===== src/rtl/ex_mem_pipe_reg.sv =====
// EX/MEM pipeline register with a 2-entry skid buffer (head + skid).
// The head entry drives the MEM-side outputs. in_ready_o comes straight from a flop,
// so there is no combinational path from out_ready_i back to EX.
// Hazard compares against the head entry are combinational.
module ex_mem_pipe_reg #(
  parameter int unsigned DATA_W = 32,
  parameter int unsigned ADDR_W = 5,
  parameter int unsigned CTRL_W = 4
) (
  input  logic              clk_i,
  input  logic              rst_i,
  input  logic              flush_i,
  input  logic              in_valid_i,
  output logic              in_ready_o,
  input  logic [CTRL_W-1:0] ctrl_i,
  input  logic [DATA_W-1:0] alu_data_i,
  input  logic [DATA_W-1:0] st_data_i,
  input  logic [ADDR_W-1:0] rd_addr_i,
  output logic              out_valid_o,
  input  logic              out_ready_i,
  output logic [CTRL_W-1:0] ctrl_o,
  output logic [DATA_W-1:0] alu_data_o,
  output logic [DATA_W-1:0] st_data_o,
  output logic [ADDR_W-1:0] rd_addr_o,
  input  logic [ADDR_W-1:0] rs_addr_i,
  input  logic [ADDR_W-1:0] rt_addr_i,
  output logic              fwd_a_o,
  output logic              fwd_b_o,
  output logic              load_use_o
);

  logic              head_valid_q, head_valid_d;
  logic              skid_valid_q, skid_valid_d;
  logic              in_ready_q;
  logic [CTRL_W-1:0] head_ctrl_q, skid_ctrl_q;
  logic [DATA_W-1:0] head_alu_q, skid_alu_q;
  logic [DATA_W-1:0] head_st_q, skid_st_q;
  logic [ADDR_W-1:0] head_rd_q, skid_rd_q;

  logic accept, consume;
  logic head_from_in, head_from_skid, skid_load;

  assign accept  = in_valid_i & in_ready_q;
  assign consume = head_valid_q & out_ready_i;

  // Head takes the new entry when empty or when it is drained the same cycle;
  // otherwise the new entry parks in the skid slot.
  assign head_from_in   = accept & (~head_valid_q | consume);
  assign head_from_skid = consume & ~accept & skid_valid_q;
  assign skid_load      = accept & head_valid_q & ~consume;

  // Next-state occupancy; flush wins over accept and consume.
  always_comb begin
    head_valid_d = head_valid_q;
    skid_valid_d = skid_valid_q;
    if (flush_i) begin
      head_valid_d = 1'b0;
      skid_valid_d = 1'b0;
    end else if (accept && !consume) begin
      if (!head_valid_q) head_valid_d = 1'b1;
      else               skid_valid_d = 1'b1;
    end else if (consume && !accept) begin
      if (skid_valid_q) skid_valid_d = 1'b0;
      else              head_valid_d = 1'b0;
    end
  end

  // Occupancy and registered ready.
  always_ff @(posedge clk_i or negedge rst_i) begin
    if (!rst_i) begin
      head_valid_q <= 1'b0;
      skid_valid_q <= 1'b0;
      in_ready_q   <= 1'b1;
    end else begin
      head_valid_q <= head_valid_d;
      skid_valid_q <= skid_valid_d;
      in_ready_q   <= ~skid_valid_d;
    end
  end

  // Head payload; stale data after a flush is harmless since ctrl_o is gated.
  always_ff @(posedge clk_i or negedge rst_i) begin
    if (!rst_i) begin
      head_ctrl_q <= '0;
      head_alu_q  <= '0;
      head_st_q   <= '0;
      head_rd_q   <= '0;
    end else if (head_from_in) begin
      head_ctrl_q <= ctrl_i;
      head_alu_q  <= alu_data_i;
      head_st_q   <= st_data_i;
      head_rd_q   <= rd_addr_i;
    end else if (head_from_skid) begin
      head_ctrl_q <= skid_ctrl_q;
      head_alu_q  <= skid_alu_q;
      head_st_q   <= skid_st_q;
      head_rd_q   <= skid_rd_q;
    end
  end

  // Skid payload, loaded only when the head is occupied and not draining.
  always_ff @(posedge clk_i or negedge rst_i) begin
    if (!rst_i) begin
      skid_ctrl_q <= '0;
      skid_alu_q  <= '0;
      skid_st_q   <= '0;
      skid_rd_q   <= '0;
    end else if (skid_load) begin
      skid_ctrl_q <= ctrl_i;
      skid_alu_q  <= alu_data_i;
      skid_st_q   <= st_data_i;
      skid_rd_q   <= rd_addr_i;
    end
  end

  // MEM-side outputs; ctrl is forced to a bubble when the head is empty.
  always_comb begin
    in_ready_o  = in_ready_q;
    out_valid_o = head_valid_q;
    ctrl_o      = head_valid_q ? head_ctrl_q : '0;
    alu_data_o  = head_alu_q;
    st_data_o   = head_st_q;
    rd_addr_o   = head_rd_q;
  end

  // Forwarding and load-use compares; register 0 never matches.
  always_comb begin
    logic rd_nz;
    rd_nz      = (head_rd_q != '0);
    fwd_a_o    = head_valid_q & head_ctrl_q[0] & rd_nz & (head_rd_q == rs_addr_i);
    fwd_b_o    = head_valid_q & head_ctrl_q[0] & rd_nz & (head_rd_q == rt_addr_i);
    load_use_o = head_valid_q & head_ctrl_q[3] & rd_nz &
                 ((head_rd_q == rs_addr_i) | (head_rd_q == rt_addr_i));
  end

endmodule


===== config.mk =====
export PLATFORM = sky130hd
export DESIGN_NAME = ex_mem_pipe_reg
export DESIGN_NICKNAME = d
export VERILOG_FILES = /design/src/rtl/ex_mem_pipe_reg.sv
export SDC_FILE = /design/constraint.sdc
export NUM_CORES = 1
export LEC_CHECK = 0
export ABC_AREA = 1
export CAP_MARGIN = 20
export CORE_ASPECT_RATIO = 1.25
export CORE_MARGIN = 2
export CORE_UTILIZATION = 42
export CTS_CLUSTER_SIZE = 25
export DETAILED_ROUTE_END_ITERATION = 12
export MAX_ROUTING_LAYER = met4
export PLACE_DENSITY = 0.7
export REMOVE_ABC_BUFFERS = 1
export SLEW_MARGIN = 20
export SYNTH_ARGS = -nofsm -noshare
export SYNTH_HDL_FRONTEND = slang
export SYNTH_SLANG_ARGS = --single-unit

===== constraint.sdc =====
create_clock -name clk_i -period 3.7 [get_ports clk_i]
set_input_delay 0.555 -clock clk_i [delete_from_list [all_inputs] [get_ports clk_i]]
set_output_delay 0.555 -clock clk_i [all_outputs]
set_load 0.01 [all_outputs]

## Yosys cells after proc, flatten, opt, wreduce, memory -nomap -nowiden

Index checks and enable logic that the tools add are counted.

| cells by class | value |
|---|---|
| add/subtract/negate cells | 0 |
| $mul | 0 |
| div/mod/pow operators | 0 |
| $lt $le $gt $ge | 0 |
| equality and inequality tests | 3 |
| shift-type cells | 0 |
| muxes and demuxes | 17 |
| bitwise gates (word level) | 20 |
| reduce and logical (&&, ||, !) cells | 8 |

Operators by type and width:

| operator | count |
|---|---|
| $mux W32 | 4 |
| $and A1 B1 Y1 | 14 |
| $mux W4 | 3 |
| $eq A5 B5 Y1 | 2 |
| $mux W5 | 2 |
| $mux W1 | 8 |
| $reduce_bool A5 Y1 | 1 |
| $not A1 Y1 | 4 |
| $ne A3 B2 Y1 const B | 1 |
| $reduce_bool A3 Y1 | 1 |
| $logic_and A1 B1 Y1 | 2 |
| $logic_not A1 Y1 | 2 |
| $or A1 B1 Y1 | 2 |
| $reduce_and A2 Y1 | 1 |
| $reduce_bool A2 Y1 | 1 |

| word-level totals | value |
|---|---|
| bits in registers | 149 |
| latch bits | 0 |
| RAM bits | 0 |
| memory bits (read-only) | 0 |
| bits of input ports | 88 |
| output and inout bits | 78 |
| word-level logic and storage cells | 59 |
| memories | 0 |

## Depth between registers and ports, before layout

Gate-level depths: netlist of the first run.

| depth | value |
|---|---|
| word-level depth | 7 |
| gate-level depth with buffers | 9 |
| gate-level depth less buffers | 7 |

## Least setup slack after synthesis of the first run

OpenSTA, ideal clock, no wires.

| timing path | value |
|---|---|
| path type | input to output |
| start point | input port rt_addr_i[3] |
| end point | output port load_use_o |
| arrival | 1074 ps |
| data required time | 3145 ps |
| path slack | 2071 ps |
| stages on the path | 6 |
| path buffers | 0 |
| path through | inv_1 > nand2_1 > nand2_1 > nor2_1 > nand3_1 > a21oi_1 |

| on the way | value |
|---|---|
| longest elaborated chain between the ends | 3 |

Ends and longest elaborated chain:

| item | line | RTL |
|---|---|---|
| start, declared | 26 | `input logic [ADDR_W-1:0] rt_addr_i,` |
| $eq A5 B5 Y1 | 133 | `((head_rd_q == rs_addr_i) \| (head_rd_q == rt_addr_i));` |
| $or A1 B1 Y1 | 133 |  |
| $and A1 B1 Y1 | 132 | `load_use_o = head_valid_q & head_ctrl_q[3] & rd_nz &` |
| end, declared | 29 | `output logic load_use_o` |

No other way between the ends.

## Final worst setup path of the first run

| timing path | value |
|---|---|
| start point | input port rt_addr_i[1] |
| end point | output port load_use_o |

Same word-level chain as after synthesis.

==> summary.md, run 1 <==
| Metric | Value |
|---|---|
| Layout Nets | 1016 |
| Slew at the pin closest to its max-slew limit | 814.1 ps |
| Final period util | 70.71% |
| Reg2reg path depth | 6 |
| Drc violations | 0 |
| Crit path largest cell delay | 550 ps |
| Storage cell area | 3730 um^2 |
| Initial DRC Count | 332 |
| Post-CTS setup buffer count | 0 |
| Rel. slew slack | 45.73% |
| Cell internal pwr | 0.003843 W |
| Synthesized cell area | 6674 um^2 |
| Fillers | 1467 |
| RSZ-0062 raised after global routing | false |
| Clk buf depth | 2 |
| R2R Path End | alu_data_o[19] |
| Seq/Total Area, Yosys | 55.89% |
| Final total power | 0.005268 W |
| MaxCap Viol Count | 0 |
| Hold Violations, Final | 0 |
| Number of gates resized after cts | 0 |
| Outcome | complete, no violations |
| Die area | 16920 um^2 |
| Chip width | 116.8 um |
| Top cells by count, synth | dfrtp_1, a21oi_1, nand2_1 |
| Synth area leader | dfrtp_1 |
| Routed wire length | 17060 um |
| #FFs+latches synth | 149 |
| I/O pins | 166 |
| Worst setup EP type | output pin |
| # hold bufs at CTS | 0 |
| P per Cell Area | 576.7 nW/um^2 |
| Dpl hpwl | 10680 um |
| Req. time, crit path | 3140 ps |
| Final ANT Viol Nets | 0 |
| Layout cell share with drive strength beyond 1 | 7.758% |
| Antenna violations before repair | 0 |
| Total gr overflow | 0 |
| Most numerous cell in the Yosys netlist | dfrtp_1 |
| Final Max Slew Viols | 0 |
| Largest net degree at the start of global routing | 70 |
| Seq pwr share | 41.7% |
| CTS sink cnt | 149 |
| Row count | 51 |
| Critical-path cell list | clkdlybuf4s50_1 -> inv_1 -> nand2_1 -> nand2_1 -> nor2_1 -> nand3_1 -> a21oi_1 -> clkdlybuf4s50_1 |
| Clock skew | 6.478 ps |
| Core area | 15570 um^2 |
| Setup violators final | 0 |
| Htree depth | 4 |
| FF-to-FF setup slack | 1590 ps |
| Hold crit path type | input port to async pin |
| Yosys Warn Count | 0 |
| Top cells by area, synth | dfrtp_1, a21oi_1, nand2_1, nand3_1, o21ai_0 |
| Wirelength per Cell | 14.80 um |
| Post-route minimum period | 2616 ps |
| Drt pass-1 iters | 7 |
| Final Util | 58.66% |
| Gr usage total | 21.79% |
| Worst path bufs/invs | 3 |
| Sw frac | 27.04% |
| Multi-input gate area | 2328 um^2 |
| Starting Density | 42.86% |
| Area added between synthesis and finish | 36.86% |
| Hold slack | 89.46 ps |
| LEAKAGE | 4.258 nW |
| Unique masters post-synth | 22 |
| Fin Setup TNS | 0 ps |
| First-pass GRT wire length | 28320 um |
| Post-synth EDFFs | 0 |
| Startpoint types | input port |
| Routability Congestion | 0.7753 |
| CP arrival | 2060 ps |
| Synthesized area per cell | 8.491 um^2 |
| Critical path depth | 8 |
| Post-Syn Instances | 786 |
| NetSw | 0.001425 W |
| Clock Power Share | 36.2% |
| Worst-Skew Late Latency | 420 ps |
| Asr flop ratio synth | 100.0% |
| Vias | 5728 |
| Fmax | 0.3822 GHz |
| CP delay by family, top | buffers and inverters |
| Synth top area share | 55.49% |
| Max FO, Critical Path | 2 |
| PortBufs | 165 |
| Peak supply drop | 0.0002716 V |
| Worst flop-to-flop path startpoint | in_ready_o |
| Kind of critical path | input port to output pin |
| Clk root buf | clkbuf_16 |
| Reg clk slew, reported paths | 50 ps |
| Vias in the first global route | 5795 |
| Vias per cell | 4.968 |
| # diodes | 0 |
| Max stage delay cell, worst path | clkdlybuf4s50_1 |
| Gate power share | 22.1% |
| Die Ht | 144.9 um |
| CTS buffer count | 17 |
| CTS tree | built |
| Ys flop type | dfrtp_1 |
## layout by cell type (no fill, tap or decap), drive strengths merged, types with 3 or more instances in the layout
cell / synthesis / routed
a21oi: 140 / 140
buf: 25 / 13
bufinv: 0 / 5
clkbuf: 29 / 24
clkdlybuf4s50: 0 / 164
clkinv: 0 / 3
dfrtp: 148 / 148
inv: 95 / 95
nand2: 110 / 110
nand3: 73 / 73
nor2: 77 / 77
o21ai: 82 / 82
## kinds of logic (layout without fill, tap and decap cells)
logic type | after synthesis | after routing | share of synthesized area, %
XOR/XNOR | 3 | 3 | 0.3938
AO/OA/AOI/OAI | 223 | 223 | 18.05
AND/OR/NAND/NOR | 262 | 262 | 16.25
buffers and inverters | 149 | 304 | 9.411
flip-flops | 149 | 149 | 55.89
## per-stage QoR
step                instances  setup slack [ps]  instance area, um^2
global route             1153             918.4                 9134
global placement         1121              1088                 8473
floorplan                 732            -854.7                 6402
detailed placement       1121              1058                 8473
CTS                      1153              1060                 9134
finish                   1153              1084                 9134
## sequential cells by signal, summed over array words and instances (netlist names)
| signal | count |
|---|---|
| out_valid_o | 1 |
| skid_rd_q | 5 |
| head_ctrl_q | 4 |
| in_ready_o | 1 |
| skid_ctrl_q | 4 |
| st_data_o | 32 |
| rd_addr_o | 5 |
| skid_st_q | 32 |
| skid_alu_q | 32 |
| alu_data_o | 32 |
| skid_valid_q | 1 |
## routing by layer
metal,vias to the layer above,share of wire [%],GRT usage (%)
met2,152,50,36.18
met3,20,5.1,4.887
li1,2823,-,-
met5,-,0,-
met1,2733,44,26.12
met4,0,1.3,7.059
## area by class of cell
type,count,share of cell area [%]
clock inverters,8,1.849
clock buffers,24,5.384
well taps,212,2.904
repair buffers,177,19.63
flip-flops and latches,149,40.84
multi-input cells,488,25.49
inverters,95,3.904
## worst max path at each step
stage,start,slack (ps),to
5_1_grt,rs_addr_i[0],920,load_use_o
2_1_floorplan,in_valid_i,-850,in_ready_o
3_3_place_gp,rs_addr_i[0],1090,load_use_o
4_1_cts,rs_addr_i[0],1060,load_use_o
3_5_place_dp,rs_addr_i[0],1060,load_use_o
6_report,rt_addr_i[1],1080,load_use_o
## power by group through the flow
stage | clock (W) | sequential (W) | combinational (W)
after detailed placement | 0 | 0.00221 | 0.00118
final | 0.00191 | 0.00219 | 0.00116
after CTS | 0.00195 | 0.00219 | 0.00118
after floorplan | 0 | 0.00225 | 0.000500
after global routing | 0.00203 | 0.00224 | 0.00130
after global placement | 0 | 0.00221 | 0.00115
Power figures use the tool's default switching activity.
==> run 2: changes to the inputs <==
- clock period: 3.7 -> 2.7 ns (I/O delays scaled with it)
==> run 2 against run 1 <==
Effect of this change:
- setup slack got worse by 730 ps
- register-to-register slack got worse by 700 ps
- clock skew is 0.77 ps higher
- clock power is 27% higher
- critical path depth down 1
- combinational power up 37%
- cell area shrank 0.34%
- critical path type is now flip-flop to output pin
- largest cell class unchanged
==> summary.md, run 2 (synthesis results as in run 1) <==
| Metric | Value |
|---|---|
| Outcome | complete, no violations |
| Req. time, crit path | 2300 ps (-840 ps) |
| Final ANT Viol Nets | 0 (unchanged) |
| Area added between synthesis and finish | 36.39% |
| P per Cell Area | 770.6 nW/um^2 (+34%) |
| Reg clk slew, reported paths | 60 ps (about the same) |
| Startpoint types | flip-flop |
| Kind of critical path | flip-flop to output pin |
| Fmax | 0.4262 GHz |
| Fin area | 9102 um^2 (-0.34%) |
| Reg2reg path depth | 5 (-1) |
| CTS buffer count | 17 (unchanged) |
| Peak supply drop | 0.0004115 V (+52%) |
| CTS sink cnt | 149 (unchanged) |
| Post-CTS setup buffer count | 0 (unchanged) |
| Wirelength per Cell | 14.47 um (-2.2%) |
| Clk root buf | clkbuf_16 |
| Core area | 15570 um^2 (unchanged) |
| Row count | 51 (unchanged) |
| Layout cell share with drive strength beyond 1 | 7.953% (+0.20 points) |
| # diodes | 0 (unchanged) |
| Total gr overflow | 0 (unchanged) |
| CP startpoint | rd_addr_o[2] |
| DP Worst Slack | 368.4 ps (-689.6 ps) |
| Grt met1 use | 26.61% (+0.49 points) |
| Vias in the first global route | 5559 (-4.1%) |
| PortBufs | 165 (unchanged) |
| MaxCap Viol Count | 0 (unchanged) |
| Most frequent cells in the layout | clkdlybuf4s50_1, dfrtp_1, a21oi_1 |
| GRT met3 Usage | 4.845% (-0.042 points) |
| Slew at the pin closest to its max-slew limit | 697.0 ps (-117.1 ps) |
| Antenna violations before repair | 0 (unchanged) |
| Commonest non-fill, non-tap cell in the layout | clkdlybuf4s50_1 |
| GR peak layer | met2 |
| Dpl hpwl | 10410 um (-2.5%) |
| Final setup margin | 353.5 ps (-730.2 ps) |
| Met2 Use GR | 33.18% (-3.0 points) |
| Worst-Skew Late Latency | 420 ps (about the same) |
| Rel. slew slack | 53.54% (+7.8 points) |
| Drc violations | 0 (unchanged) |
| WHS Path Cells | 2 |
| CTS tree | built |
| Fin Setup TNS | 0 ps (unchanged) |
| Chip width | 116.8 um (unchanged) |
| Placed Area | 8481 um^2 (about the same) |
| Max FO, Critical Path | 5 (+3) |
| Final Max Slew Viols | 0 (unchanged) |
| Drt pass-1 iters | 5 (-2) |
| Routability Congestion | 0.7823 (+0.90%) |
| Vias | 5776 (+0.84%) |
| CP arrival | 1940 ps (-120 ps) |
| Htree depth | 4 (unchanged) |
| RSZ-0062 raised after global routing | false |
| Hold_sp | skid_st_q[17] |
| Clock skew | 7.252 ps (+0.7747 ps) |
| Starting Density | 42.86% (unchanged) |
| Die Ht | 144.9 um (unchanged) |
| Vias per cell | 5.001 (+0.66%) |
| Worst flop-to-flop path startpoint | out_valid_o |
| First-pass GRT wire length | 27500 um (-2.9%) |
| Die area | 16920 um^2 (unchanged) |
| Clk buf depth | 2 (unchanged) |
| Final Util | 58.46% (-0.20 points) |
| I/O pins | 166 (unchanged) |
| Largest net degree at the start of global routing | 81 (+16%) |
| LEAKAGE | 4.248 nW (-0.23%) |
| Hold Violations, Final | 0 (unchanged) |
| Setup violators final | 0 (unchanged) |
| Initial DRC Count | 359 (+8.1%) |
| Gr usage total | 21.07% (-0.72 points) |
| Layout Nets | 1018 (+0.20%) |
| Post-route minimum period | 2347 ps |
| Worst setup EP type | output pin |
| Final period util | 86.91% |
| Routed wire length | 16720 um (-2.0%) |
| Hold crit path type | flip-flop to flip-flop |
==> run 2: routing by layer <==
layer	wire (um)	up-vias
met3	1013	23
met4	305	0
met1	7243	2742
met2	8153	178
met5	0	-
li1	-	2833
==> run 2: final timing paths <==
| path | end | slack (ps) |
|---|---|---|
| worst min-delay path | skid_st_q[17] | 480 |
| worst min register to register | skid_st_q[17] | 480 |
| worst max register to register | st_data_o[11] | 890 |
| max in group asynchronous | st_data_o[18] | 1430 |
| min in group asynchronous | alu_data_o[23] | 540 |
| worst max-delay path | load_use_o | 350 |
==> run 2: worst max-delay path: stages, from the launching register on <==
cell             delay, ps
dfrtp_1                400
inv_1                  100
nand2_1                 70
nand2_1                 50
nor2_1                  90
nand3_1                100
a21oi_1                160
clkdlybuf4s50_1        550
==> run 2: metrics by stage <==
| step | total power [W] | cells | hold slack (ps) |
|---|---|---|---|
| floorplan | 0.003765 | 732 | 109.4 |
| global placement | 0.004604 | 1122 | 415.7 |
| detailed placement | 0.004645 | 1122 | 415.9 |
| CTS | 0.007099 | 1155 | 488.0 |
| global route | 0.007429 | 1155 | 497.6 |
| finish | 0.007014 | 1155 | 483.3 |
==> run 2: area by class of cell <==
cell class	count	area, um^2
flip-flops and latches	149	3730
fillers	1410	6467
inverters	95	356.6
multi-input cells	488	2328
repair buffers	179	1810
clock buffers	23	488.0
well taps	212	265.3
clock inverters	9	123.9
==> run 2: timing repair <==
item | in CTS | in global routing
hold endpoints to repair | 53 | 0
gates resized for setup | 0 | 0
endpoints found under the setup margin | 0 | 0
hold buffers | 1 | 0
==> run 2: power by group <==
| group | switching (W) | total, W | internal, W |
|---|---|---|---|
| logic | 0.000777 | 0.00159 | 0.000814 |
| clock network | 0.000877 | 0.00242 | 0.00154 |
| registers | 0.000284 | 0.00300 | 0.00272 |
